**config.mk**
```make
export PLATFORM = sky130hd
export DESIGN_NAME = count_wrap_extender
export DESIGN_NICKNAME = d
export VERILOG_FILES = /design/src/rtl/count_wrap_pkg.sv /design/src/rtl/count_step_classify.sv /design/src/rtl/count_wrap_extender.sv
export SDC_FILE = /design/constraint.sdc
export NUM_CORES = 1
export LEC_CHECK = 0
export ABC_AREA = 1
export BUFFER_PORTS_ARGS = -buffer_cell sky130_fd_sc_hd__buf_2
export CORE_ASPECT_RATIO = 0.6
export CORE_MARGIN = 2
export CORE_UTILIZATION = 49
export DETAILED_ROUTE_END_ITERATION = 12
export PLACE_DENSITY = 0.76
export REMOVE_ABC_BUFFERS = 1
export SYNTH_ARGS = -nofsm -noshare
export SYNTH_HDL_FRONTEND = slang
export SYNTH_SLANG_ARGS = --single-unit
```
**constraint.sdc**
```tcl
create_clock -name clk -period 2.5 [get_ports clk]
set_clock_uncertainty 0.2 [all_clocks]
set_input_delay 0.25 -clock clk [delete_from_list [all_inputs] [get_ports clk]]
set_output_delay 0.25 -clock clk [all_outputs]
set_load 0.02 [all_outputs]
```
**src/rtl/count_wrap_pkg.sv**
```systemverilog
// Shared types and defaults for the counter wrap extender and its step classifier.
package count_wrap_pkg;
  localparam int CNT_W_DEF = 4;
  localparam int EXT_W_DEF = 8;

  localparam logic [1:0] ST_INIT   = 2'd0;
  localparam logic [1:0] ST_TRACK  = 2'd1;
  localparam logic [1:0] ST_RESYNC = 2'd2;

  typedef enum logic [2:0] {
    CL_HOLD,
    CL_STEP,
    CL_WRAP_UP,
    CL_WRAP_DN,
    CL_JUMP
  } step_cls_e;
endpackage

```
**src/rtl/count_step_classify.sv**
```systemverilog
// Classifies the move between two consecutive counter samples.
module count_step_classify
  import count_wrap_pkg::*;
#(
  parameter int CNT_W = CNT_W_DEF
) (
  input  logic [CNT_W-1:0] q_r,
  input  logic [CNT_W-1:0] q_in,
  output step_cls_e        cls
);
  localparam logic [CNT_W-1:0] Q_MAX = '1;
  localparam logic [CNT_W-1:0] ONE   = CNT_W'(1);

  // Wrap cases are tested before the +/-1 check, which would otherwise match them modulo 2^CNT_W.
  always_comb begin
    if (q_in == q_r)                        cls = CL_HOLD;
    else if (q_r == Q_MAX && q_in == '0)    cls = CL_WRAP_UP;
    else if (q_r == '0 && q_in == Q_MAX)    cls = CL_WRAP_DN;
    else if (q_in == q_r + ONE || q_in == q_r - ONE) cls = CL_STEP;
    else                                    cls = CL_JUMP;
  end
endmodule

```
**src/rtl/count_wrap_extender.sv**
```systemverilog
// Extends a 4-bit up/down counter into a wider signed running count by tracking wraps;
// loads force a resync, and status pulses/sticky flags are registered.
module count_wrap_extender
  import count_wrap_pkg::*;
#(
  parameter int CNT_W = CNT_W_DEF,
  parameter int EXT_W = EXT_W_DEF
) (
  input  logic                   clk,
  input  logic                   rst,
  input  logic [CNT_W-1:0]       q_in,
  input  logic                   load_in,
  input  logic [EXT_W+CNT_W-1:0] cmp_val,
  output logic [EXT_W+CNT_W-1:0] full_count,
  output logic                   valid,
  output logic                   wrap_up,
  output logic                   wrap_dn,
  output logic                   hit,
  output logic                   ext_ovf,
  output logic                   jump_err
);
  localparam logic [EXT_W-1:0] EXT_MAX = {1'b0, {(EXT_W-1){1'b1}}};
  localparam logic [EXT_W-1:0] EXT_MIN = {1'b1, {(EXT_W-1){1'b0}}};
  localparam logic [EXT_W-1:0] EXT_ONE = EXT_W'(1);

  logic [1:0]       state, state_d;
  logic [CNT_W-1:0] q_r, q_r_d;
  logic [EXT_W-1:0] ext, ext_d;
  logic             valid_d, wrap_up_d, wrap_dn_d, hit_d, ext_ovf_d, jump_err_d;
  step_cls_e        cls;

  count_step_classify #(.CNT_W(CNT_W)) u_cls (
    .q_r  (q_r),
    .q_in (q_in),
    .cls  (cls)
  );

  assign full_count = {ext, q_r};

  always_comb begin
    state_d    = state;
    q_r_d      = q_in;
    ext_d      = ext;
    valid_d    = valid;
    wrap_up_d  = 1'b0;
    wrap_dn_d  = 1'b0;
    ext_ovf_d  = ext_ovf;
    jump_err_d = jump_err;
    if (load_in) begin
      // Counter may change at this same edge; whatever it did is not a real step.
      state_d = ST_RESYNC;
      ext_d   = '0;
      valid_d = 1'b0;
    end else if (state == ST_TRACK) begin
      case (cls)
        CL_WRAP_UP: begin
          ext_d     = ext + EXT_ONE;
          wrap_up_d = 1'b1;
          if (ext == EXT_MAX) ext_ovf_d = 1'b1;
        end
        CL_WRAP_DN: begin
          ext_d     = ext - EXT_ONE;
          wrap_dn_d = 1'b1;
          if (ext == EXT_MIN) ext_ovf_d = 1'b1;
        end
        CL_JUMP: jump_err_d = 1'b1;
        default: ;
      endcase
    end else begin
      state_d = ST_TRACK;
      valid_d = 1'b1;
    end
    // Edge-detect on the count itself so a cmp_val change alone never fires.
    hit_d = valid_d && ({ext_d, q_r_d} == cmp_val) && ({ext_d, q_r_d} != full_count);
  end

  always_ff @(posedge clk) begin
    if (rst) begin
      state    <= ST_INIT;
      q_r      <= '0;
      ext      <= '0;
      valid    <= 1'b0;
      wrap_up  <= 1'b0;
      wrap_dn  <= 1'b0;
      hit      <= 1'b0;
      ext_ovf  <= 1'b0;
      jump_err <= 1'b0;
    end else begin
      state    <= state_d;
      q_r      <= q_r_d;
      ext      <= ext_d;
      valid    <= valid_d;
      wrap_up  <= wrap_up_d;
      wrap_dn  <= wrap_dn_d;
      hit      <= hit_d;
      ext_ovf  <= ext_ovf_d;
      jump_err <= jump_err_d;
    end
  end
endmodule

```
==> results of run 1 <==
[layout by cell type (no fill, tap or decap), drive strengths merged, types with 2 or more instances in the layout]
master / instances
clkbuf: 3
xor2: 6
or2: 2
nand2: 78
xnor2: 4
o21ai: 3
inv: 40
nand3: 26
buf: 69
dfxtp: 20
a21oi: 6
nand4: 19
o2111ai: 2
nor2: 36
ha: 8
[logic make-up (layout without fill, tap and decap cells)]
family / count (synthesis) / after routing
fa+ha+maj: 9 / 9
buf+inv: 45 / 114
xor+xnor: 10 / 10
flops: 20 / 20
compound gates: 14 / 14
simple gates: 163 / 163
[power breakdown]
group	leakage [nW]	switching [mW]	total, mW	internal [mW]
Clock	0.0357	0.122	0.336	0.214
Combinational	1.02	0.0966	0.166	0.0693
Sequential	0.164	0.00396	0.330	0.326
[area by class of cell]
| type | instances | area, um^2 |
|---|---|---|
| Tap cell | 45 | 56.3 |
| Fill cell | 252 | 912 |
| Timing Repair Buffer | 70 | 450 |
| Inverter | 40 | 153 |
| Sequential cell | 20 | 403 |
| Clock inverter | 1 | 30.0 |
| Clock buffer | 3 | 41.3 |
| Multi-Input combinational cell | 196 | 1200 |
[flip-flops by register name, indices dropped and copies added, names as in the netlist]
signal    count
ext_ovf       1
valid         1
ext           8
hit           1
wrap_up       1
q_r           4
wrap_dn       1
state         2
jump_err      1
[per-stage QoR]
step	setup TNS (ns)	utilization (%)	hold slack, ns	cells
final	-0.113	71.9	0.0387	375
after global routing	-0.409	71.9	0.0458	375
after CTS	-0.00769	69.6	0.0286	371
after detailed placement	-1.53	63.5	0.258	362
after global placement	-0.735	63.5	0.235	362
after floorplan	-0.197	-	0.119	256
[per-layer routing]
metal	vias to the layer above	track usage (%)
met1	891	44.1
li1	982	-
met2	133	40.7
met5	-	0
met4	0	6.61
met3	19	3.89
[path summary, 6_finish.rpt]
check / end / cells past startpoint
max: hit$_SDFF_PP0_ / 16
min: hit$_SDFF_PP0_ / 3
max reg2reg: hit$_SDFF_PP0_ / 16
min reg2reg: ext_ovf$_SDFFE_PP0P_ / 2
[what timing repair did]
| action | 4_1_cts | 5_1_grt |
|---|---|---|
| hold buffers | 1 | 0 |
| endpoints found under the hold margin | 1 | 0 |
| setup endpoints to repair | 7 | 2 |
| resized for setup | 15 | 12 |
| pin swaps | 9 | 12 |
| buffers inserted | 4 | 4 |
[worst max-delay path, delay by kind of cell, from the launching register on]
kind,cells,cell delay (ns)
buffers and inverters,2,0.22
AO/OA/AOI/OAI,1,0.21
XOR/XNOR,1,0.15
flip-flops,1,0.33
adder cells (fa/ha/maj),2,0.43
AND/OR/NAND/NOR,10,0.99
==> results.md, run 1 <==
* Final min period at about 2.6 ns
* Placement Setup Slack at -0.460 ns
* Commonest cells in the synthesized netlist: nand2_1, inv_1, nor2_1
* Critical path class: reg2reg
* CP Cell Sequence: inv_2 > ha_4 > nand3_4 > nor2_4 > buf_12 > ha_1 > a21oi_1 > nand3_1 > nand2_1 > nand2_1 > nand2_1 > nand2_2 > xnor2_1 > nor2_1 > nand4_1 > nor2_1
* Failing checks: negative setup slack
* First-pass DRT Iterations at 5
* Max Clk Rate at 385 MHz
* First-pass GRT wire length at ~8500 um
* Hold Path Origin: cmp_val[11]
* Syn Inst Count at about 260
* Final instance area at between 2000 and 2500 um^2
* Final Hold Vio Count at 0
* CP Capture Type: flip-flop
* RSZ-0062 raised after global routing: true
* Clk slew on worst S/H paths at 0.08 ns
* Largest family of logic cells by synthesized area: simple AND/OR/NAND/NOR gates
* Simple-Gate Fraction of Synth Area at a little under half
* IO Pins at 37
* Port Buffers at 36
* Max-slew violation count at 0
* Clk root buf: clkbuf_8
* Ys flop type: dfxtp_1
* Worst Tran Pin Value at 0.437 ns
* Worst R2R Setup Slack at -0.1 ns
* Worst Setup Start Kind: flip-flop
* Routed via count at a little over 2000
* Synth area leaders: dfxtp_1, nand2_1, inv_1, nor2_1, nand4_1
* Crit-path slowest cell: dfxtp_2
* Via density per instance at 5.40
* Post-Syn Area at about 1700 um^2
* Worst vdd ir at roughly 0.26 mV
* Worst EP required at around 2.5 ns
* DP Wirelength at about 3900 um
* ANT nets after route at 0
* Initial DRC Count at roughly 250
* Die area at roughly 4000 um^2
* Post-DP Area at around 2100 um^2
* Max Cap Viol at 0
* Largest area contributor in the netlist: dfxtp_1
* Placer Congestion at between 0.9 and 1
* Crit Reg-Reg Startpoint: q_r[0]$_SDFF_PP0_
* DIE WIDTH at around 80 um
* Setup violators final at 2
* Fraction of registers with async set/reset at 0%
* Clock Tree Buf Depth at 2
* Library cells used by synthesis at 30
* CTS Sinks at 20
* Post-synthesis compound-gate area fraction at under 10%
* CP max FO at 8
* H-tree Lvls at 1
* Clock Latency Late Sink at approximately 0.27 ns
* Sequential fraction of the synthesis area at around 24%
* Initial core utilization at about half
* Final WL at about 5700 um
* Final cycle utilization of the critical path at 104%
* Routed len/inst at between 15 and 20 um
* Leak Pwr at around 1.2 nW
* Most frequent cell after synthesis: nand2_1
* Met3 routed WL at 538 um
* Top-area cell type share of the netlist area at 24.1%
* #FFs+latches synth at 20
* Met2 WL at ~2400 um
* Post-route DRC at 0
* Area of the core at ~3200 um^2
* Largest stage delay on the critical path at approximately 0.33 ns
* Initial antenna violation count at 0
* Overflow after GRT at 0
* Syn_area_per_cell at 6.37 um^2
* Largest net degree at the start of global routing at 17
* Synthesis Warnings at 0
* Antenna diodes at 0
* CTS tree: done
* Post-Synth XOR/XNOR Area at 5.27%
* CP arrival at about 2.6 ns
* Outcome: finished with violations
* Final worst slack at -0.0993 ns
* Final layout net count at ~360
* Slew margin rel. at a little over two thirds
* Adder-cell share of the synthesized area at under 10%
* Final Total Pwr at between 0.8 and 0.9 mW
* Hold Path Class: in2reg
* PD cells at 357 nW/um^2
* Cell mode on critical path: nand2_1
* Post-synth EDFFs at 0
* Share of layout cells above drive strength 1 at a little over a third
* Die height at 49.1 um
* Inserted Clock Buffers at 3
* Metal1 wirelength at ~2600 um
* Num rows at 16
* Number of global-route vias before repair at approximately 1800
* Syn-to-layout area delta at 40.3%
* Gr usage total at approximately 28%
* CP startpoint: q_r[0]$_SDFF_PP0_
* Highest routed metal layer: met4
* Mux share of post-synthesis cell area at 0%
(Power assumes the default switching activity.)
==> inputs of run 2 (changes only) <==
CELL_PAD_IN_SITES_DETAIL_PLACEMENT = 0   (was not set)
CELL_PAD_IN_SITES_GLOBAL_PLACEMENT = 1   (was not set)
CORE_UTILIZATION = 34   (was 49)
PLACE_DENSITY = not set   (was 0.76)
PLACE_DENSITY_LB_ADDON = 0.1   (was not set)
==> run 2 against run 1 <==
Net effect:
- the flow now finishes without violations
- largest cell class unchanged
- final area increased by 3.2%
- hold slack got worse by 0.012 ns
- routed wire length is 5.0% lower
- sequential share of layout area is 0.54 points lower
- largest power group unchanged
- critical endpoint unchanged
- first-iteration DRC count is 45% lower
- clock-buffer cell count did not move
==> results.md, run 2 (same netlist as run 1, synthesis figures left out) <==
* Commonest non-fill, non-tap cell in the layout: nand2_1
* Max Cap Viol at 0 (unchanged)
* First-pass GRT wire length at 8630 um (+1.7%)
* Top Registers: ext x8, q_r x4, state x2
* Final layout net count at 360 (+0.28%)
* DP Wirelength at 4250 um (+9.9%)
* Kind of cell adding the most delay to the critical path: simple AND/OR/NAND/NOR gates
* Utilization after layout at 51.9% (-20 points)
* Critical path class: reg2reg
* RSZ-0062 raised after global routing: true
* Setup_tns at 0 ns (+0.113 ns)
* Largest net degree at the start of global routing at 18 (+1)
* IO Pins at 37 (unchanged)
* Worst R2R Setup Slack at 0.02 ns (+0.12 ns)
* Via density per instance at 4.71 (-13%)
* Worst Tran Pin Value at 0.582 ns (+0.145 ns)
* Outcome: finished clean
* Largest stage delay on the critical path at 0.43 ns (+0.10 ns)
* Gr usage total at 20.7% (-7.6 points)
* Hold Path Class: in2reg
* Final Hold Vio Count at 0 (unchanged)
* CP Cell Sequence: inv_2 > ha_4 > nand3_2 > nor2_4 > buf_12 > fa_2 > xnor2_1 > nand3_1 > nand4_1 > nand2_1 > nor2_1 > nand2_1 > nor2_1 > nand4_1 > nor2_1
* Worst path bufs/invs at 2 (unchanged)
* Post-route DRC at 0 (unchanged)
* Antenna diodes at 0 (unchanged)
* Number of global-route vias before repair at 1707 (-5.2%)
* Initial antenna violation count at 0 (unchanged)
* Layout filler cell count at 469 (+86%)
* Crit-path slowest cell: fa_2
* H-tree Lvls at 1 (unchanged)
* Worst Setup Start Kind: flip-flop
* Setup violators final at 0 (-2)
* Initial DRC Count at 138 (-45%)
* Leak Pwr at 1.23 nW (+0.65%)
* First-pass DRT Iterations at 4 (-1)
* CTS Sinks at 20 (unchanged)
* CP max FO at 7 (-1)
* Crit Reg-Reg Startpoint: q_r[1]$_SDFF_PP0_
* Final min period at 2.48 ns (-0.116 ns)
* Inserted Clock Buffers at 3 (unchanged)
* Worst EP required at 2.51 ns (about the same)
* Syn-to-layout area delta at 44.8%
* FF-to-FF End: hit$_SDFF_PP0_
* Hold Path Origin: cmp_val[11]
* ANT nets after route at 0 (unchanged)
* Hold endpoint: hit$_SDFF_PP0_
* Die height at 58.2 um (+18%)
* Max-slew violation count at 0 (unchanged)
* Area of the core at 4640 um^2 (+43%)
* Flip-flop count of the largest register after layout at 8 (unchanged)
* Share of layout cells above drive strength 1 at 37.5% (+1.7 points)
* Reg with most FFs: ext
* Worst vdd ir at 0.213 mV (-19%)
* Clk root buf: clkbuf_8
* Worst-case reg-to-reg path depth at 15 (-1)
* Num rows at 19 (+3)
* PD cells at 346 nW/um^2 (-3.0%)
* Routed len/inst at 13.7 um (-9.5%)
* Overflow after GRT at 0 (unchanged)
* Placer Congestion at 0.871 (-9.8%)
* Clock Latency Late Sink at 0.27 ns (about the same)
* Die area at 5480 um^2 (+41%)
* Slew margin rel. at 61.1% (-9.7 points)
* Clk slew on worst S/H paths at 0.09 ns (about the same)
* Most frequent cells in the layout: nand2_1, buf_2, inv_1
* Hold Path Stages at 3 (unchanged)
* Port Buffers at 36 (unchanged)
* CP Capture Type: flip-flop
* CTS tree: done
* Initial core utilization at 35.8% (-15 points)
* Cell mode on critical path: nor2_1
* Routed via count at 1857 (-8.3%)
* Clock Tree Buf Depth at 2 (unchanged)
* Final cycle utilization of the critical path at 99.3% (-4.6 points)
* Final WL at 5420 um (-5.0%)
* Max Clk Rate at 403 MHz (+4.7%)
* DIE WIDTH at 94.3 um (+19%)
* CP arrival at 2.50 ns (-0.10 ns)
[run 2: repair_timing]
item                       4_1_cts  5_1_grt
setup buffers                    2        2
hold endpoints to repair         1        0
resized for setup               17       18
setup endpoints to repair        7        2
pin swaps                        2        3
hold buffers                     1        0
[run 2: how the worst max path moves through the flow]
stage / start / cells past startpoint / to
detailed placement: q_r[0]$_SDFF_PP0_ / 18 / hit$_SDFF_PP0_
finish: q_r[1]$_SDFF_PP0_ / 15 / hit$_SDFF_PP0_
global route: q_r[0]$_SDFF_PP0_ / 19 / hit$_SDFF_PP0_
CTS: q_r[0]$_SDFF_PP0_ / 20 / hit$_SDFF_PP0_
global placement: q_r[0]$_SDFF_PP0_ / 18 / hit$_SDFF_PP0_
floorplan: q_r[0]$_SDFF_PP0_ / 18 / hit$_SDFF_PP0_
[run 2: area by class of cell]
type	count	area (um^2)	share of cell area, %
clock buffers	3	41.3	1.72
repair buffers	71	469	19.5
flip-flops and latches	20	403	16.7
clock inverters	1	30.0	1.25
inverters	40	153	6.34
multi-input cells	196	1230	51.2
well taps	63	78.8	3.28
[run 2: power by group]
group / total [mW] / leakage (nW) / switching, mW / internal, mW
combinational: 0.163 / 1.03 / 0.0941 / 0.0691
clock: 0.340 / 0.0357 / 0.126 / 0.214
sequential: 0.330 / 0.164 / 0.00388 / 0.326
total: 0.833 / 1.23 / 0.224 / 0.609
[run 2: layer usage]
metal	up-vias	routed length, um	GRT usage [%]
met1	821	2930	35.0
li1	981	-	-
met3	4	360	3.64
met2	51	2080	27.2
met5	-	0	0
met4	0	42	1.86
[run 2: stage by stage]
stage	cells	area [um^2]	hold WS [ns]	worst slack (ns)	total power [mW]
after floorplan	256	1630	0.119	-0.191	0.415
after global placement	385	2120	0.238	-0.337	0.482
after detailed placement	385	2120	0.245	-0.458	0.482
after CTS	392	2330	0.0255	0.00602	0.822
after global routing	394	2410	0.0544	-0.188	0.868
final	394	2410	0.0267	0.0165	0.833
[run 2: worst min-delay path, cell delays in order]
cell and delay, ns:
buf_2 0.09, nor2_1 0.04, nor2_1 0.08
